[config.mk]
export PLATFORM = sky130hd
export DESIGN_NAME = if_stage_queue
export DESIGN_NICKNAME = d
export VERILOG_FILES = /design/src/rtl/if_stage_queue_pkg.sv /design/src/rtl/if_queue_storage.sv /design/src/rtl/if_stage_queue.sv
export SDC_FILE = /design/constraint.sdc
export NUM_CORES = 1
export LEC_CHECK = 0
export ABC_CLOCK_PERIOD_IN_PS = 2600
export BUFFER_PORTS_ARGS = -buffer_cell sky130_fd_sc_hd__buf_2
export CORE_MARGIN = 2
export CORE_UTILIZATION = 45
export CTS_CLUSTER_SIZE = 40
export DETAILED_ROUTE_END_ITERATION = 16
export PLACE_DENSITY = 0.76
export SKIP_LAST_GASP = 1
export SYNTH_ARGS = -nofsm -noshare
export SYNTH_HDL_FRONTEND = slang
export SYNTH_SLANG_ARGS = --single-unit
[constraint.sdc]
create_clock -name clk -period 2.6 [get_ports clk]
set_clock_uncertainty 0.1 [all_clocks]
set_input_delay 0.39 -clock clk [delete_from_list [all_inputs] [get_ports clk]]
set_output_delay 0.39 -clock clk [all_outputs]
set_load 0.01 [all_outputs]
[src/rtl/if_stage_queue_pkg.sv]
// Shared constants for the IF/ID fetch queue: default word width, depth and bubble value.
package if_stage_queue_pkg;

  localparam int   IFQ_WORD_WIDTH = 32;
  localparam int   IFQ_DEPTH      = 4;
  // An empty queue presents all-zero PC/instruction to ID, i.e. a NOP bubble.
  localparam logic BUBBLE_BIT     = 1'b0;

  function automatic logic [IFQ_WORD_WIDTH-1:0] ifq_bubble();
    return {IFQ_WORD_WIDTH{BUBBLE_BIT}};
  endfunction

endpackage

[src/rtl/if_queue_storage.sv]
// Unreset DEPTH x WIDTH register array for the fetch queue.
// One synchronous write port, one combinational read port.
module if_queue_storage #(
  parameter  int WIDTH = 64,
  parameter  int DEPTH = 4,
  localparam int AW    = $clog2(DEPTH)
) (
  input  logic             clk,
  input  logic             we,
  input  logic [AW-1:0]    waddr,
  input  logic [WIDTH-1:0] wdata,
  input  logic [AW-1:0]    raddr,
  output logic [WIDTH-1:0] rdata
);

  logic [WIDTH-1:0] mem_q [DEPTH];

  always_ff @(posedge clk) begin
    if (we) begin
      mem_q[waddr] <= wdata;
    end
  end

  assign rdata = mem_q[raddr];

endmodule

[src/rtl/if_stage_queue.sv]
// In-order {PC, instruction} queue between IF and ID; flush empties it in one cycle.
// Optional macro IF_QUEUE_BYPASS_EN adds a 0-cycle empty-queue bypass from IF to ID.
module if_stage_queue
  import if_stage_queue_pkg::*;
#(
  parameter  int WORD_WIDTH = IFQ_WORD_WIDTH,
  parameter  int DEPTH      = IFQ_DEPTH,
  localparam int PTR_W      = $clog2(DEPTH)
) (
  input  logic                  clk,
  input  logic                  rst,
  input  logic                  Flush,
  input  logic                  Freeze,
  input  logic                  valid_in,
  input  logic [WORD_WIDTH-1:0] PC_in,
  input  logic [WORD_WIDTH-1:0] instruction_in,
  output logic                  full,
  output logic                  valid_out,
  output logic [WORD_WIDTH-1:0] PC_out,
  output logic [WORD_WIDTH-1:0] instruction_out,
  output logic [PTR_W:0]        count
);

  localparam logic [PTR_W:0]        CNT_FULL = (PTR_W+1)'(DEPTH);
  localparam logic [PTR_W-1:0]      PTR_ONE  = PTR_W'(1);
  localparam logic [PTR_W:0]        CNT_ONE  = (PTR_W+1)'(1);
  localparam logic [WORD_WIDTH-1:0] BUBBLE   = {WORD_WIDTH{BUBBLE_BIT}};

  logic [PTR_W-1:0]        wr_ptr_q, wr_ptr_d;
  logic [PTR_W-1:0]        rd_ptr_q, rd_ptr_d;
  logic [PTR_W:0]          count_q, count_d;
  logic [2*WORD_WIDTH-1:0] rdata;
  logic                    q_valid, q_full;
  logic                    push, pop, we;
  logic                    byp_consume;

  assign q_valid = (count_q != '0);
  assign q_full  = (count_q == CNT_FULL);

  // Blocking push on full regardless of pop keeps full independent of Freeze.
  assign push = valid_in & ~q_full;
  assign pop  = q_valid & ~Freeze;

`ifdef IF_QUEUE_BYPASS_EN
  logic byp;
  assign byp         = ~q_valid & valid_in & rst & ~Flush;
  assign byp_consume = byp & ~Freeze;
`else
  assign byp_consume = 1'b0;
`endif

  assign we = push & ~byp_consume & ~Flush;

  always_comb begin
    wr_ptr_d = wr_ptr_q;
    rd_ptr_d = rd_ptr_q;
    count_d  = count_q;
    if (Flush) begin
      wr_ptr_d = '0;
      rd_ptr_d = '0;
      count_d  = '0;
    end else begin
      if (we)  wr_ptr_d = wr_ptr_q + PTR_ONE;
      if (pop) rd_ptr_d = rd_ptr_q + PTR_ONE;
      case ({we, pop})
        2'b10:   count_d = count_q + CNT_ONE;
        2'b01:   count_d = count_q - CNT_ONE;
        default: count_d = count_q;
      endcase
    end
  end

  always_ff @(posedge clk) begin
    if (!rst) begin
      wr_ptr_q <= '0;
      rd_ptr_q <= '0;
      count_q  <= '0;
    end else begin
      wr_ptr_q <= wr_ptr_d;
      rd_ptr_q <= rd_ptr_d;
      count_q  <= count_d;
    end
  end

  if_queue_storage #(
    .WIDTH (2*WORD_WIDTH),
    .DEPTH (DEPTH)
  ) u_storage (
    .clk   (clk),
    .we    (we),
    .waddr (wr_ptr_q),
    .wdata ({PC_in, instruction_in}),
    .raddr (rd_ptr_q),
    .rdata (rdata)
  );

  always_comb begin
    valid_out       = q_valid;
    PC_out          = BUBBLE;
    instruction_out = BUBBLE;
    if (q_valid) begin
      PC_out          = rdata[2*WORD_WIDTH-1:WORD_WIDTH];
      instruction_out = rdata[WORD_WIDTH-1:0];
    end
`ifdef IF_QUEUE_BYPASS_EN
    else if (byp) begin
      valid_out       = 1'b1;
      PC_out          = PC_in;
      instruction_out = instruction_in;
    end
`endif
  end

  assign full  = q_full;
  assign count = count_q;

endmodule

# [Word-level counts from Yosys, hierarchy flattened]
# Memory sizes are Yosys's and may differ from the RTL's. A register that Yosys moved wholly into a read port is not among the register bits.
# Index checks and enable logic that the tools add are counted.
[totals] ff_bits=7 latch_bits=0 ram_bits=256 romBits=0 input_bits=69 n_memories=1
[memory_table] memory="u_storage.mem_q" words=4 word_bits=64 read_ports=1 rd_clocked_by_memory_dff=1 wr=1 line_no="if_queue_storage.sv:16" text="logic [WIDTH-1:0] mem_q [DEPTH];"
[classes] add_sub_neg=4 n_mul=0 div=0 magnitude_cmp=0 n_eq_ne=3 shift=0 mux=7 bitwise_logic=7 n_reduce_logical=3
[ops] cell="two-way mux 32 bit" count=2
[ops] cell="case mux 3 bit (2 select lines)" count=1
[ops] cell="adder 2 x 1 -> 2 bit (second input constant)" count=2
[ops] cell="two-way mux 2 bit" count=2
[ops] cell="NOT 1 bit" count=4
[ops] cell="adder 3 x 1 -> 3 bit (second input constant)" count=1
[ops] cell="AND 1 bit" count=3
[ops] cell="== test 3 bit (second input constant)" count=1
[ops] cell="nonzero test 3 bit" count=1
[ops] cell="subtractor 3 x 1 -> 3 bit (second input constant)" count=1
[ops] cell="== test 2 x 1 -> 1 bit (second input constant)" count=1
[ops] cell="== test 2 bit (second input constant)" count=1
[ops] cell="two-way mux 1 bit" count=2
[ops] cell="nonzero test 2 bit" count=1
[ops] cell="OR reduction 2 bit" count=1

# [Longest topological paths before layout]
[logic_depth] word_depth=6 depth_mapped=9

# [Cells and area by module]
# From an unflattened synthesis, not the netlist that was laid out.
[hier_totals] hier_cells=453 hier_area_um2=10197.3
[modules_own_cells] module="if_queue_storage" instances=1 cells_per_inst=338 area_each_um2=9341.5 seq_area_each_um2=7687.4
[modules_own_cells] module="if_stage_queue" instances=1 cells_per_inst=115 area_each_um2=855.8 seq_area_each_um2=140.1

# [Worst setup path after synthesis]
# No wires, ideal clock.
[synth_path] path_type="in2reg" startpoint="input valid_in" endpoint="memory u_storage.mem_q[0][0] (enable)" setup_time_ns=0.429 t_arrival_ns=2.224 slack_ns=-0.153 path_stages=2 cell_sequence="nor2b_1 -> and3_1"
[synth_via] elab_chain_cells=4
[synth_lines] item="start, declared" line_no="if_stage_queue.sv:14" text="input logic valid_in,"
[synth_lines] item="AND 1 bit" line_no="if_stage_queue.sv:41" text="assign push = valid_in & ~q_full;"
[synth_lines] item="AND 1 bit" line_no="if_stage_queue.sv:52" text="assign we = push & ~byp_consume & ~Flush;"
[synth_lines] item="two-way mux 1 bit" line_no="if_queue_storage.sv:19" text="if (we) begin"
[synth_lines] item="two-way mux 1 bit (implied by the code)" line_no="if_queue_storage.sv:20" text="mem_q[waddr] <= wdata;"
[synth_lines] item="end, declared" line_no="if_queue_storage.sv:16"
# Every way passes these cells.

# [Worst setup path in the final report]
[layout_path] startpoint="register count_q[2] (netlist: count[2])" endpoint="register count_q[2] (netlist: count[2])"
[layout_via] elab_chain_cells=6 elab_cells_between_ends=12
[layout_lines] item="start, declared" line_no="if_stage_queue.sv:31" text="logic [PTR_W:0] count_q, count_d;"
[layout_lines] item="start signal, assigned" line_no="if_stage_queue.sv:81" text="count_q <= count_d;"
[layout_lines] item="== test 3 bit" line_no="if_stage_queue.sv:38" text="assign q_full = (count_q == CNT_FULL);"
[layout_lines] item="NOT 1 bit" line_no="if_stage_queue.sv:41"
[layout_lines] item="AND 1 bit" line_no="if_stage_queue.sv:41"
[layout_lines] item="AND 1 bit" line_no="if_stage_queue.sv:52"
[layout_lines] item="== test 2 x 1 -> 1 bit / == test 2 bit (equally long branches)" line_no="if_stage_queue.sv:65" text="case ({we, pop})"
[layout_lines] item="case mux 3 bit (2 select lines) / nonzero test 2 bit (equally long branches)"
# Several ways; a longest one is shown, not always the timed one.
# A chain may end at the register's enable or synchronous reset.

==> summary.txt <==
Floorplan
  – Cell Rows: 54
  – Core area: 22030 um^2
  – Die Area: 23810 um^2
  – Die Ht: 154.3 um
  – Initial core utilization: 46.16%
  – Num ports: 138
  – Die span in x: 154.3 um

Route
  – Vias: approximately 5100
  – Avg WL per Cell: 19.15 um
  – Final ANT Viol Nets: 0
  – Via density: about 5.1
  – Remaining DRCs: 0
  – Initial DRC count: 341
  – Drt first pass iters: 7
  – Total Wirelength: 18.86 mm

Pwr
  – Flop pwr share: 54.4%
  – Clock Power Share: 40.7%
  – Comb power frac: 4.9%
  – Net switching power: 1.681 mW
  – Internal Power: 7.080 mW
  – Max VDD drop: between 300 and 400 uV
  – Sw Ratio: 19.19%
  – Pwr Density: 684.7 nW/um^2
  – Static leakage: ~4.5 nW

Place
  – Placed insts: roughly 870
  – GP Congestion: 0.6883
  – Final HPWL DP: 11.09 mm
  – Port buffer count: 137
  – Placement-stage cell area: 11270 um^2

Finish
  – Ant. Diodes: 0
  – Final Cell Area: 12800 um^2
  – Share of cells above drive strength 1: 37.45%
  – Area grow syn2layout: 25.86%
  – Final Non-Filler Cells: between 900 and 1000
  – Nets@finish: 760

Critical path
  – Critical Path Source Type: register
  – Crit path kind: reg2reg
  – CP max FO: 7
  – CP required: roughly 2.9 ns
  – Critical path data arrival time: 2.87 ns
  – Path depth of the worst reg2reg path: 9
  – Crit end category: register
  – Critical Path Start: count[2]$_SDFFE_PP0P_
  – R2R setup slack: 0.06 ns
  – Worst r2r src: count[2]$_SDFFE_PP0P_
  – Capture point of the worst reg-to-reg path: count[2]$_SDFFE_PP0P_
  – Setup crit end: count[2]$_SDFFE_PP0P_

Clocking
  – Reg clk slew, reported paths: 0.06 ns
  – CTS buffer count: 27
  – CTS tree: yes
  – Worst skew pair latency: roughly 0.5 ns
  – CTS root buf: clkbuf_16
  – Clock Path Buffers: 3
  – CTS Sinks: 265
  – H-tree depth: 1

Synth
  – Seq/Total Area, Yosys: 77.38%
  – Mux contribution to synthesized area: ~14%
  – Synth area leaders: edfxtp_1, mux4_2, and2_1
  – Syn_nets: 536
  – Post-synth EDFFs: 256
  – Synth area leader: edfxtp_1
  – Synth cell count leaders: edfxtp_1, and2_1, mux4_2
  – Complex-gate fraction of the synthesized area: 0.4430%
  – Yosys Warn Count: 0
  – Simple logic cell fraction of the synthesized area: 5.242%
  – Post-Synth XOR/XNOR Area: less than 1%
  – Main synth FF type: edfxtp_1
  – Synthesized instance count: around 460
  – Most frequent cell after synthesis: edfxtp_1
  – Mean Syn Cell Area: 22.05 um^2
  – Synth top area share: 75.61%
  – Asr flop ratio synth: 0%
  – Post-Syn Area: 10170 um^2
  – Synth Register Bits: 265
  – Largest family of logic cells by synthesized area: multiplexers
  – Yosys cell types: 28
  – Post-Synth Adder-Cell Area: 0.8122%

Timing
  – Period utilization: a little over nine tenths
  – Fmax: a little under 0.4 GHz
  – Worst Hold Slack: about 0.13 ns
  – Final Hold Vio Count: 0
  – Slew margin rel.: ~72%
  – Pins Over Slew Limit: 0
  – Finish-stage setup viols: 0
  – RSZ-0062 raised after global routing: yes
  – Setup tns final: 0 ns
  – Worst-margin pin slew: 0.4151 ns
  – Fin crit period: 2.536 ns

Global routing
  – Largest net degree at the start of global routing: 66
  – First-pass GRT wire length: 29.90 mm
  – GRT Util Overall: 16.07%
  – Vias in the first global route: roughly 5600
  – Initial antenna violation count: 0
  – GRT Residual Overflow: 0

Min path
  – HP Class: in2reg

Job
  – MaxCap Viol Count: 0

Run status
  – Status: completed
## layout by cell type (no fill, tap or decap), types with 3 or more instances in the layout
cell           instances
a21oi_1                4
and2_1                64
and3_4                 4
buf_12                 7
buf_2                137
buf_4                  6
clkbuf_1              14
clkbuf_16             27
clkbuf_8               3
dfxtp_1                4
dfxtp_2                3
dlygate4sd3_1         64
edfxtp_1             256
ha_1                   4
inv_1                  7
mux4_2                64
nand2_1                3
nor2_1                 4
## worst min-delay path by stage
stage                                         from                       end  slack [ns]  cells after the start
after floorplan           rd_ptr_q[1]$_SDFFE_PP0P_                  register        0.36                      2
after global placement    rd_ptr_q[1]$_SDFFE_PP0P_                  register        0.36                      2
after detailed placement  wr_ptr_q[0]$_SDFFE_PP0P_  wr_ptr_q[0]$_SDFFE_PP0P_        0.41                      2
after CTS                                   Freeze  rd_ptr_q[0]$_SDFFE_PP0P_        0.11                      3
after global routing                         Flush  wr_ptr_q[0]$_SDFFE_PP0P_        0.13                      4
final                                        Flush  wr_ptr_q[0]$_SDFFE_PP0P_        0.13                      4
## kinds of logic after synthesis
kind of cell             after synthesis
XOR/XNOR                               2
AND/OR/NAND/NOR                       86
adder cells (fa/ha/maj)                6
multiplexers                          65
flip-flops                           265
buffers and inverters                 29
AO/OA/AOI/OAI                          8
## sequential cells by signal, indices dropped and copies added, names as in the netlist, named ones only
register         flops
count                3
wr_ptr_q             2
rd_ptr_q             2
u_storage.mem_q    256
## layout make-up
class                           count  area (um^2)
Clock buffer                       44        769.5
Clock inverter                      5        53.80
Fill cell                        1646         9230
Inverter                            8        35.03
Multi-Input combinational cell    167         2158
Sequential cell                   265         7879
Tap cell                          280        350.3
Timing Repair Buffer              216         1550
## critical path, cell delays in order (launching register included)
cell	delay, ns
dfxtp_2	0.38
or3b_4	0.44
and2_4	0.17
inv_1	0.06
ha_2	0.20
inv_1	0.06
fa_1	0.39
xor2_1	0.17
or3_1	0.32
a21oi_1	0.17
## routing by layer
metal | track usage [%] | wire length [um] | up-vias
met1 | 21.08 | 8049 | 2575
met4 | 4.365 | 353 | 0
li1 | - | - | 2315
met2 | 27.93 | 9537 | 136
met3 | 2.942 | 918 | 29
met5 | 0 | 0 | -
## per-stage QoR
stage / util, % / power (mW) / setup slack (ns)
2_1_floorplan: - / 5.028 / 0.2652
3_3_place_gp: 51.17 / 5.185 / 0.2309
3_5_place_dp: 51.17 / 5.207 / 0.04702
4_1_cts: 57.91 / 8.852 / -0.003488
5_1_grt: 58.09 / 9.052 / -0.008207
6_report: 58.09 / 8.761 / 0.06441
## power by group through the flow
stage | Sequential, mW | Combinational [mW] | Clock, mW
final | 4.76 | 0.431 | 3.57
after floorplan | 4.85 | 0.176 | 0
after global placement | 4.85 | 0.338 | 0
after CTS | 4.76 | 0.435 | 3.65
after global routing | 4.77 | 0.474 | 3.81
after detailed placement | 4.85 | 0.354 | 0
## repair_timing
action                                  CTS  global route
hold buffers                             64             0
buffers inserted                          1             0
hold endpoints to repair                256             0
endpoints found under the setup margin   65            65
resized for setup                         3            11
cloned                                    0             0
pin swaps                                 0             1
Power figures use the tool's default switching activity.
